$ cat src/rtl/dds_pkg.sv
// Shared constants, loader state encoding and load-target encoding for the DDS phase accumulator.
package dds_pkg;

    localparam int ACC_W_DEF   = 24;
    localparam int PHASE_W_DEF = 14;
    localparam int FTW_BYTES   = 3;
    localparam int POFF_BYTES  = 2;
    localparam int SHADOW_W    = 8 * FTW_BYTES;

    typedef enum logic [1:0] {
        LD_IDLE   = 2'd0,
        LD_BYTE   = 2'd1,
        LD_COMMIT = 2'd2
    } load_state_t;

    typedef enum logic {
        TGT_FTW  = 1'b0,
        TGT_POFF = 1'b1
    } load_tgt_t;

    function automatic logic [1:0] bytes_for(input load_tgt_t tgt);
        return (tgt == TGT_POFF) ? 2'(POFF_BYTES) : 2'(FTW_BYTES);
    endfunction

endpackage

$ cat src/rtl/dds_byte_loader.sv
// Byte-serial loader: collects MSB-first bytes into a shadow register and presents one COMMIT cycle.
module dds_byte_loader
    import dds_pkg::*;
(
    input  logic                clk,
    input  logic                rst,
    input  logic                load_valid,
    output logic                load_ready,
    input  logic [7:0]          load_data,
    input  logic                load_tgt,
    input  logic                load_abort,
    output logic [SHADOW_W-1:0] shadow,
    output load_tgt_t           tgt,
    output load_state_t         state
);

    // Handshake: a byte moves only on a rising edge where load_valid and load_ready are both 1;
    // load_ready never depends on load_valid.
    load_state_t state_q, state_d;
    load_tgt_t   tgt_q, tgt_d, tgt_eff;
    logic [1:0]  cnt_q, cnt_d;
    logic        armed_q;
    logic        xfer;
    logic        last;

    // armed_q holds load_ready low through reset and releases it on the first clock afterwards.
    assign load_ready = armed_q && (state_q != LD_COMMIT);
    assign xfer       = load_valid && load_ready;
    assign tgt_eff    = (state_q == LD_IDLE) ? load_tgt_t'(load_tgt) : tgt_q;
    assign last       = ((cnt_q + 2'd1) == bytes_for(tgt_eff));
    assign tgt        = tgt_q;
    assign state      = state_q;

    always_comb begin
        state_d = state_q;
        cnt_d   = cnt_q;
        tgt_d   = tgt_q;
        case (state_q)
            LD_IDLE: begin
                if (!load_abort && xfer) begin
                    state_d = last ? LD_COMMIT : LD_BYTE;
                    cnt_d   = 2'd1;
                    tgt_d   = tgt_eff;
                end
            end
            LD_BYTE: begin
                if (load_abort) begin
                    state_d = LD_IDLE;
                    cnt_d   = 2'd0;
                end else if (xfer) begin
                    cnt_d = cnt_q + 2'd1;
                    if (last) begin
                        state_d = LD_COMMIT;
                    end
                end
            end
            LD_COMMIT: begin
                state_d = LD_IDLE;
                cnt_d   = 2'd0;
            end
            default: begin
                state_d = LD_IDLE;
                cnt_d   = 2'd0;
            end
        endcase
    end

    always_ff @(posedge clk or posedge rst) begin
        if (rst) begin
            state_q <= LD_IDLE;
            cnt_q   <= 2'd0;
            tgt_q   <= TGT_FTW;
            armed_q <= 1'b0;
            shadow  <= '0;
        end else begin
            state_q <= state_d;
            cnt_q   <= cnt_d;
            tgt_q   <= tgt_d;
            armed_q <= 1'b1;
            if (xfer && !load_abort) begin
                shadow <= {shadow[SHADOW_W-9:0], load_data};
            end
        end
    end

endmodule

$ cat src/rtl/dds_phase_accum.sv
// DDS phase accumulator: FTW accumulation, phase-offset add and registered phase output to the sine stage.
module dds_phase_accum
    import dds_pkg::*;
#(
    parameter int ACC_W   = ACC_W_DEF,
    parameter int PHASE_W = PHASE_W_DEF
) (
    input  logic               clk,
    input  logic               rst,
    input  logic               en,
    input  logic               phase_sync,
    input  logic               load_valid,
    output logic               load_ready,
    input  logic [7:0]         load_data,
    input  logic               load_tgt,
    input  logic               load_abort,
    output logic [PHASE_W-1:0] phase,
    output logic               phase_valid,
    output logic               wrap
);

    logic [SHADOW_W-1:0] shadow;
    load_tgt_t           ld_tgt;
    load_state_t         ld_state;
    logic                commit;
    logic [ACC_W-1:0]    acc;
    logic [ACC_W-1:0]    ftw;
    logic [PHASE_W-1:0]  poff;
    logic [ACC_W:0]      sum;
    logic                en_d1;

    dds_byte_loader u_loader (
        .clk        (clk),
        .rst        (rst),
        .load_valid (load_valid),
        .load_ready (load_ready),
        .load_data  (load_data),
        .load_tgt   (load_tgt),
        .load_abort (load_abort),
        .shadow     (shadow),
        .tgt        (ld_tgt),
        .state      (ld_state)
    );

    assign commit = (ld_state == LD_COMMIT);
    assign sum    = {1'b0, acc} + {1'b0, ftw};

    always_ff @(posedge clk or posedge rst) begin
        if (rst) begin
            acc         <= '0;
            ftw         <= '0;
            poff        <= '0;
            wrap        <= 1'b0;
            en_d1       <= 1'b0;
            phase       <= '0;
            phase_valid <= 1'b0;
        end else begin
            // The active word changes on the edge that ends COMMIT, so the next addition sees it.
            if (commit && (ld_tgt == TGT_FTW)) begin
                ftw <= shadow[ACC_W-1:0];
            end
            if (commit && (ld_tgt == TGT_POFF)) begin
                poff <= shadow[PHASE_W-1:0];
            end
            if (phase_sync) begin
                acc  <= '0;
                wrap <= 1'b0;
            end else if (en) begin
                acc  <= sum[ACC_W-1:0];
                wrap <= sum[ACC_W];
            end else begin
                wrap <= 1'b0;
            end
            phase       <= acc[ACC_W-1 -: PHASE_W] + poff;
            en_d1       <= en;
            phase_valid <= en_d1;
        end
    end

endmodule

$ cat config.mk
export PLATFORM = sky130hd
export DESIGN_NAME = dds_phase_accum
export DESIGN_NICKNAME = d
export VERILOG_FILES = /design/src/rtl/dds_pkg.sv /design/src/rtl/dds_byte_loader.sv /design/src/rtl/dds_phase_accum.sv
export SDC_FILE = /design/constraint.sdc
export NUM_CORES = 1
export LEC_CHECK = 0
export ABC_AREA = 1
export CAP_MARGIN = 20
export CORE_MARGIN = 2
export CORE_UTILIZATION = 35
export CTS_CLUSTER_SIZE = 28
export DETAILED_ROUTE_END_ITERATION = 10
export SETUP_SLACK_MARGIN = 0.1
export SKIP_LAST_GASP = 1
export SYNTH_ARGS = -nofsm -noshare
export SYNTH_HDL_FRONTEND = slang
export SYNTH_HIERARCHICAL = 1
export SYNTH_SLANG_ARGS = --single-unit
$ cat constraint.sdc
create_clock -name clk -period 7 [get_ports clk]
set_clock_uncertainty 0.05 [all_clocks]
set_input_delay 1.4 -clock clk [delete_from_list [all_inputs] [get_ports clk]]
set_output_delay 1.4 -clock clk [all_outputs]
set_load 0.05 [all_outputs]
[After elaboration in Yosys (flattened, before gate mapping)]
Cells that the tools add are included.
Word-level totals
  word-level logic and storage cells: 50
  output and inout port bits: 17
  input port bits: 15
  register bits after elaboration: 109
Cells by class
  bitwise gates (word level): 1
  mux-type cells: 16
  add/subtract/negate cells: 3
  equality and inequality tests: 7
  reductions and logical operators: 11
Operators by type and width (number)
  two-way mux 24 bit: 2
  adder 24 x 24 -> 25 bit: 1
  two-way mux 2 bit: 8
  adder 14 bit: 1
  one-hot mux 2 bit (2 select lines): 2
  inequality test 3 x 2 -> 1 bit, second input constant: 2
  logical AND 1 bit: 5
  two-way mux 1 bit: 4
  inequality test 2 bit, second input constant: 2
  AND reduction 2 bit: 2
  AND reduction 3 bit: 1
  adder 2 x 1 -> 2 bit, second input constant: 1
  equality test 2 x 1 -> 1 bit, second input constant: 1
  equality test 2 bit: 1
  equality test 2 bit, second input constant: 1
  zero test 2 bit: 1
  nonzero test 2 bit: 1
  zero test 1 bit: 1
  inverter 1 bit: 1

[Depth between registers and ports, before layout]
  word-level depth: 8
  depth in mapped cells: 13
  mapped depth without buffers: 13

[Cells and area by module]
The synthesis kept the hierarchy.
Modules (own cells, without submodules)
  dds_phase_accum: sequential area each 1976.9 um2, cells an instance 699, times used 1, area each 5046.1 um2
  dds_byte_loader: sequential area each 750.7 um2, cells an instance 139, times used 1, area each 1253.7 um2

[Worst setup path before layout]
No wires, ideal clock.
  path type: register -> output
  start: register u_loader.state_q[1] (netlist: u_loader/state[1])
  end: output load_ready
  data required time: 5.550 ns
  stages on the path, launching flop included: 2
  arrival: 0.846 ns
  path buffers: 0
  slack: 4.704 ns
  cell sequence: dfrtp_1 -> a21boi_4
Between the ends
  word-level cells in the longest chain between the ends: 2
Ends and longest elaborated chain
  start, declared: RTL line dds_byte_loader.sv:19  | load_state_t state_q, state_d;
  start signal, assigned: RTL line dds_byte_loader.sv:76  | state_q <= state_d;
  inequality test 2 bit: RTL line dds_byte_loader.sv:27  | assign load_ready = armed_q && (state_q != LD_COMMIT);
  logical AND 1 bit: RTL line dds_byte_loader.sv:27
  end, declared: RTL line dds_phase_accum.sv:13  | output logic load_ready,
Every way passes these cells.

[Worst setup path in the final report]
Ends and elaborated chain as after synthesis.

==> impl_metrics.tcl <==
set metrics [dict create \
    syn_nets 892 \
    initial_core_util_pct 35.3 \
    numCtsBuffers 9 \
    final.period_utilization_pct 47.2 \
    cts_hold_buf 0 \
    outcome "completed" \
    yosys-top-cells-area "dfrtp_1, nand2_1, ha_1, inv_1, o21ai_0" \
    cts.htree.levels 3 \
    dieHeight_um 138 \
    drt-wirelength-per-cell_um 13.2 \
    final_nets 926 \
    die_area_um2 19100 \
    required_ps 5550 \
    post-place-cells 1089 \
    gp_congestion 0.870 \
    layout-drive-gt1-share_pct 5.47 \
    cp-end-kind "output pin" \
    cp-start-kind "flip-flop" \
    use_met3_pct 1.70 \
    drt_iter0_markers 286 \
    syn2layout_area_growth_pct 14.5 \
    grt.overflow.total 0 \
    final_core_util_pct 40.4 \
    combPwrFrac_pct 35.7 \
    relSlewSlack_pct 38.3 \
    path_buf_inv 1 \
    cellPowerDensity_nw_per_um2 328 \
    coreArea_um2 17800 \
    cts_max_path_buffers 2 \
    switching_share_pct 38.3 \
    clk_pin_slew_ps 70 \
    syn_area_um2 6300 \
    antenna_found_initial 0 \
    synth_seq_area_share_pct 43.3 \
    cts.sinks 109 \
    synth.avg_cell_area_um2 7.52 \
    io-pin-count 32 \
    power_frac_seq_pct 40.3 \
    cts-resized-gates 0 \
    fmax_mhz 303 \
    pwr-share-clk_pct 24.0 \
    grt_busiest_layer "met2" \
    drc_errors 0 \
    clock_latency_ps 350 \
    synth_top_area_share_pct 43.3 \
    avgViaCountPerCell 4.64 \
    internal_power_mw 1.46 \
    path_max_fanout 7 \
    synth_enable_flop_cells 0 \
    r2r_slack_ps 4870 \
    setup_viol 0 \
    peakVddDrop_mv 0.161 \
    via_count 5132 \
    critPathMaxStageDelay_ps 820 \
    fin_crit_ps 3300 \
    power_switching_uw 908 \
    slowest_stage "clkdlybuf4s50_1" \
    ys_types 37 \
    antenna_left 0 \
    timing_hold_violations_final 0 \
    synth_cells 838 \
    cp_data_arrival_time_ps 1850 \
    grt_util_met1_pct 21.5 \
    grt_pass1_vias 4925 \
    p_leak_nw 3.92 \
    async_flop_share_pct 100 \
    crit_type "reg -> out" \
    cts_tree "done" \
    grt_max_degree 80 \
    yosys.area.top_type "dfrtp_1" \
    path_cells "a21boi_4, clkdlybuf4s50_1" \
    synth-main-ff-cell "dfrtp_1" \
    ys_ff_latch 109 \
    tightest_slew_ps 923 \
    clock_tree.root_cell "clkbuf_16" \
    maxCapViolCount 0 \
    drt_pass1_iterations 5 \
    dp_hpwl_mm 11.4 \
    synth_warnings 6 \
    wirelength_mm 14.6 \
    num_rows 49 \
    postLayoutCellArea_um2 7220 \
    maxSlewViolCount 0 \
    use_met2_pct 26.6 \
    finalSetupTns_ps 0 \
    min_path_type "reg -> reg" \
    post-cts-setup-buffers 0 \
    port-buffer-count 31 \
    final_cells 1106 \
    diodes 0 \
    power_mw 2.37 \
    grt_pass1_wl_mm 24.3 \
    grt_usage_pct 15.8 \
    dpl_cell_area_um2 6850 \
    rsz0062_at_grt "false" \
    die_w_um 138 \
    critPathTopFamily "buffers and inverters" \
]
cell type report:
type / instances / area, µm²
multi-input cells: 591 / 3020
fillers: 1832 / 10600
clock inverters: 4 / 77.6
well taps: 229 / 287
repair buffers: 37 / 375
flip-flops and latches: 109 / 2730
clock buffers: 12 / 256
inverters: 124 / 472
layer usage:
layer  up-vias  routed length, µm
met1      2341               7120
met2        76               6840
met5         -                  0
met3        21                333
li1       2694                  -
met4         0                278
flip-flops by register name, indices dropped and copies added (netlist names):
signal	count
acc	24
u_loader/tgt	1
u_loader/state	2
wrap	1
poff	14
u_loader/shadow	24
phase	14
ftw	24
en_d1	1
u_loader/cnt_q	2
phase_valid	1
u_loader/armed_q	1
per-stage QoR:
| step | hold slack (ps) | setup WS, ps |
|---|---|---|
| global placement | 283 | 4070 |
| CTS | 306 | 3670 |
| floorplan | 281 | 3530 |
| global route | 334 | 3640 |
| finish | 302 | 3700 |
| detailed placement | 289 | 4060 |
cells by family (layout without fill, tap and decap cells):
family | count (synthesis) | count (layout) | synth area share (%)
other cells | 1 | 1 | 0.0595
compound gates | 99 | 99 | 8.56
fa+ha+maj | 39 | 39 | 7.98
mux | 10 | 10 | 1.79
buf+inv | 138 | 177 | 8.76
simple gates | 429 | 429 | 27.7
flops | 109 | 109 | 43.3
xor+xnor | 13 | 13 | 1.81
synthesized netlist by cell type (7+ instances only):
| cell | number |
|---|---|
| inv_1 | 122 |
| nor2_1 | 51 |
| nor3_1 | 7 |
| dfrtp_1 | 109 |
| ha_1 | 37 |
| nand3_1 | 36 |
| mux2_2 | 10 |
| nand2_1 | 310 |
| o21ai_1 | 13 |
| a21oi_1 | 30 |
| xor2_1 | 9 |
| o21ai_0 | 44 |
power by group through the flow:
stage | combinational, mW | clock (mW) | sequential (mW)
floorplan | 0.523 | 0 | 1.02
global placement | 0.838 | 0 | 0.967
detailed placement | 0.845 | 0 | 0.969
CTS | 0.851 | 0.584 | 0.957
global route | 0.952 | 0.607 | 0.979
finish | 0.845 | 0.569 | 0.955
placed cells by master (no fill, tap or decap), types with 4 or more instances in the layout:
cell type,instances
buf_4,5
clkdlybuf4s50_1,31
xnor2_1,4
o21ai_1,13
ha_1,37
inv_1,121
clkbuf_16,9
mux2_2,10
nand2_1,310
o21ai_0,44
xor2_1,9
nor2_1,51
nand2_2,4
nand3_1,36
nand3b_1,6
a21oi_1,30
nor3_1,7
dfrtp_1,109
nand4_1,6
path summary, 6_finish.rpt:
kind                                   startpoint     endpoint  cells past startpoint
min in group asynchronous                     rst     phase[8]                      3
worst min-delay path                        en_d1  phase_valid                      0
max in group asynchronous                     rst       ftw[0]                      4
worst min register to register              en_d1  phase_valid                      0
worst max-delay path            u_loader/state[1]   load_ready                      2
worst max register to register             ftw[0]       acc[8]                     10
No activity file was read; power rests on OpenSTA's default activity.
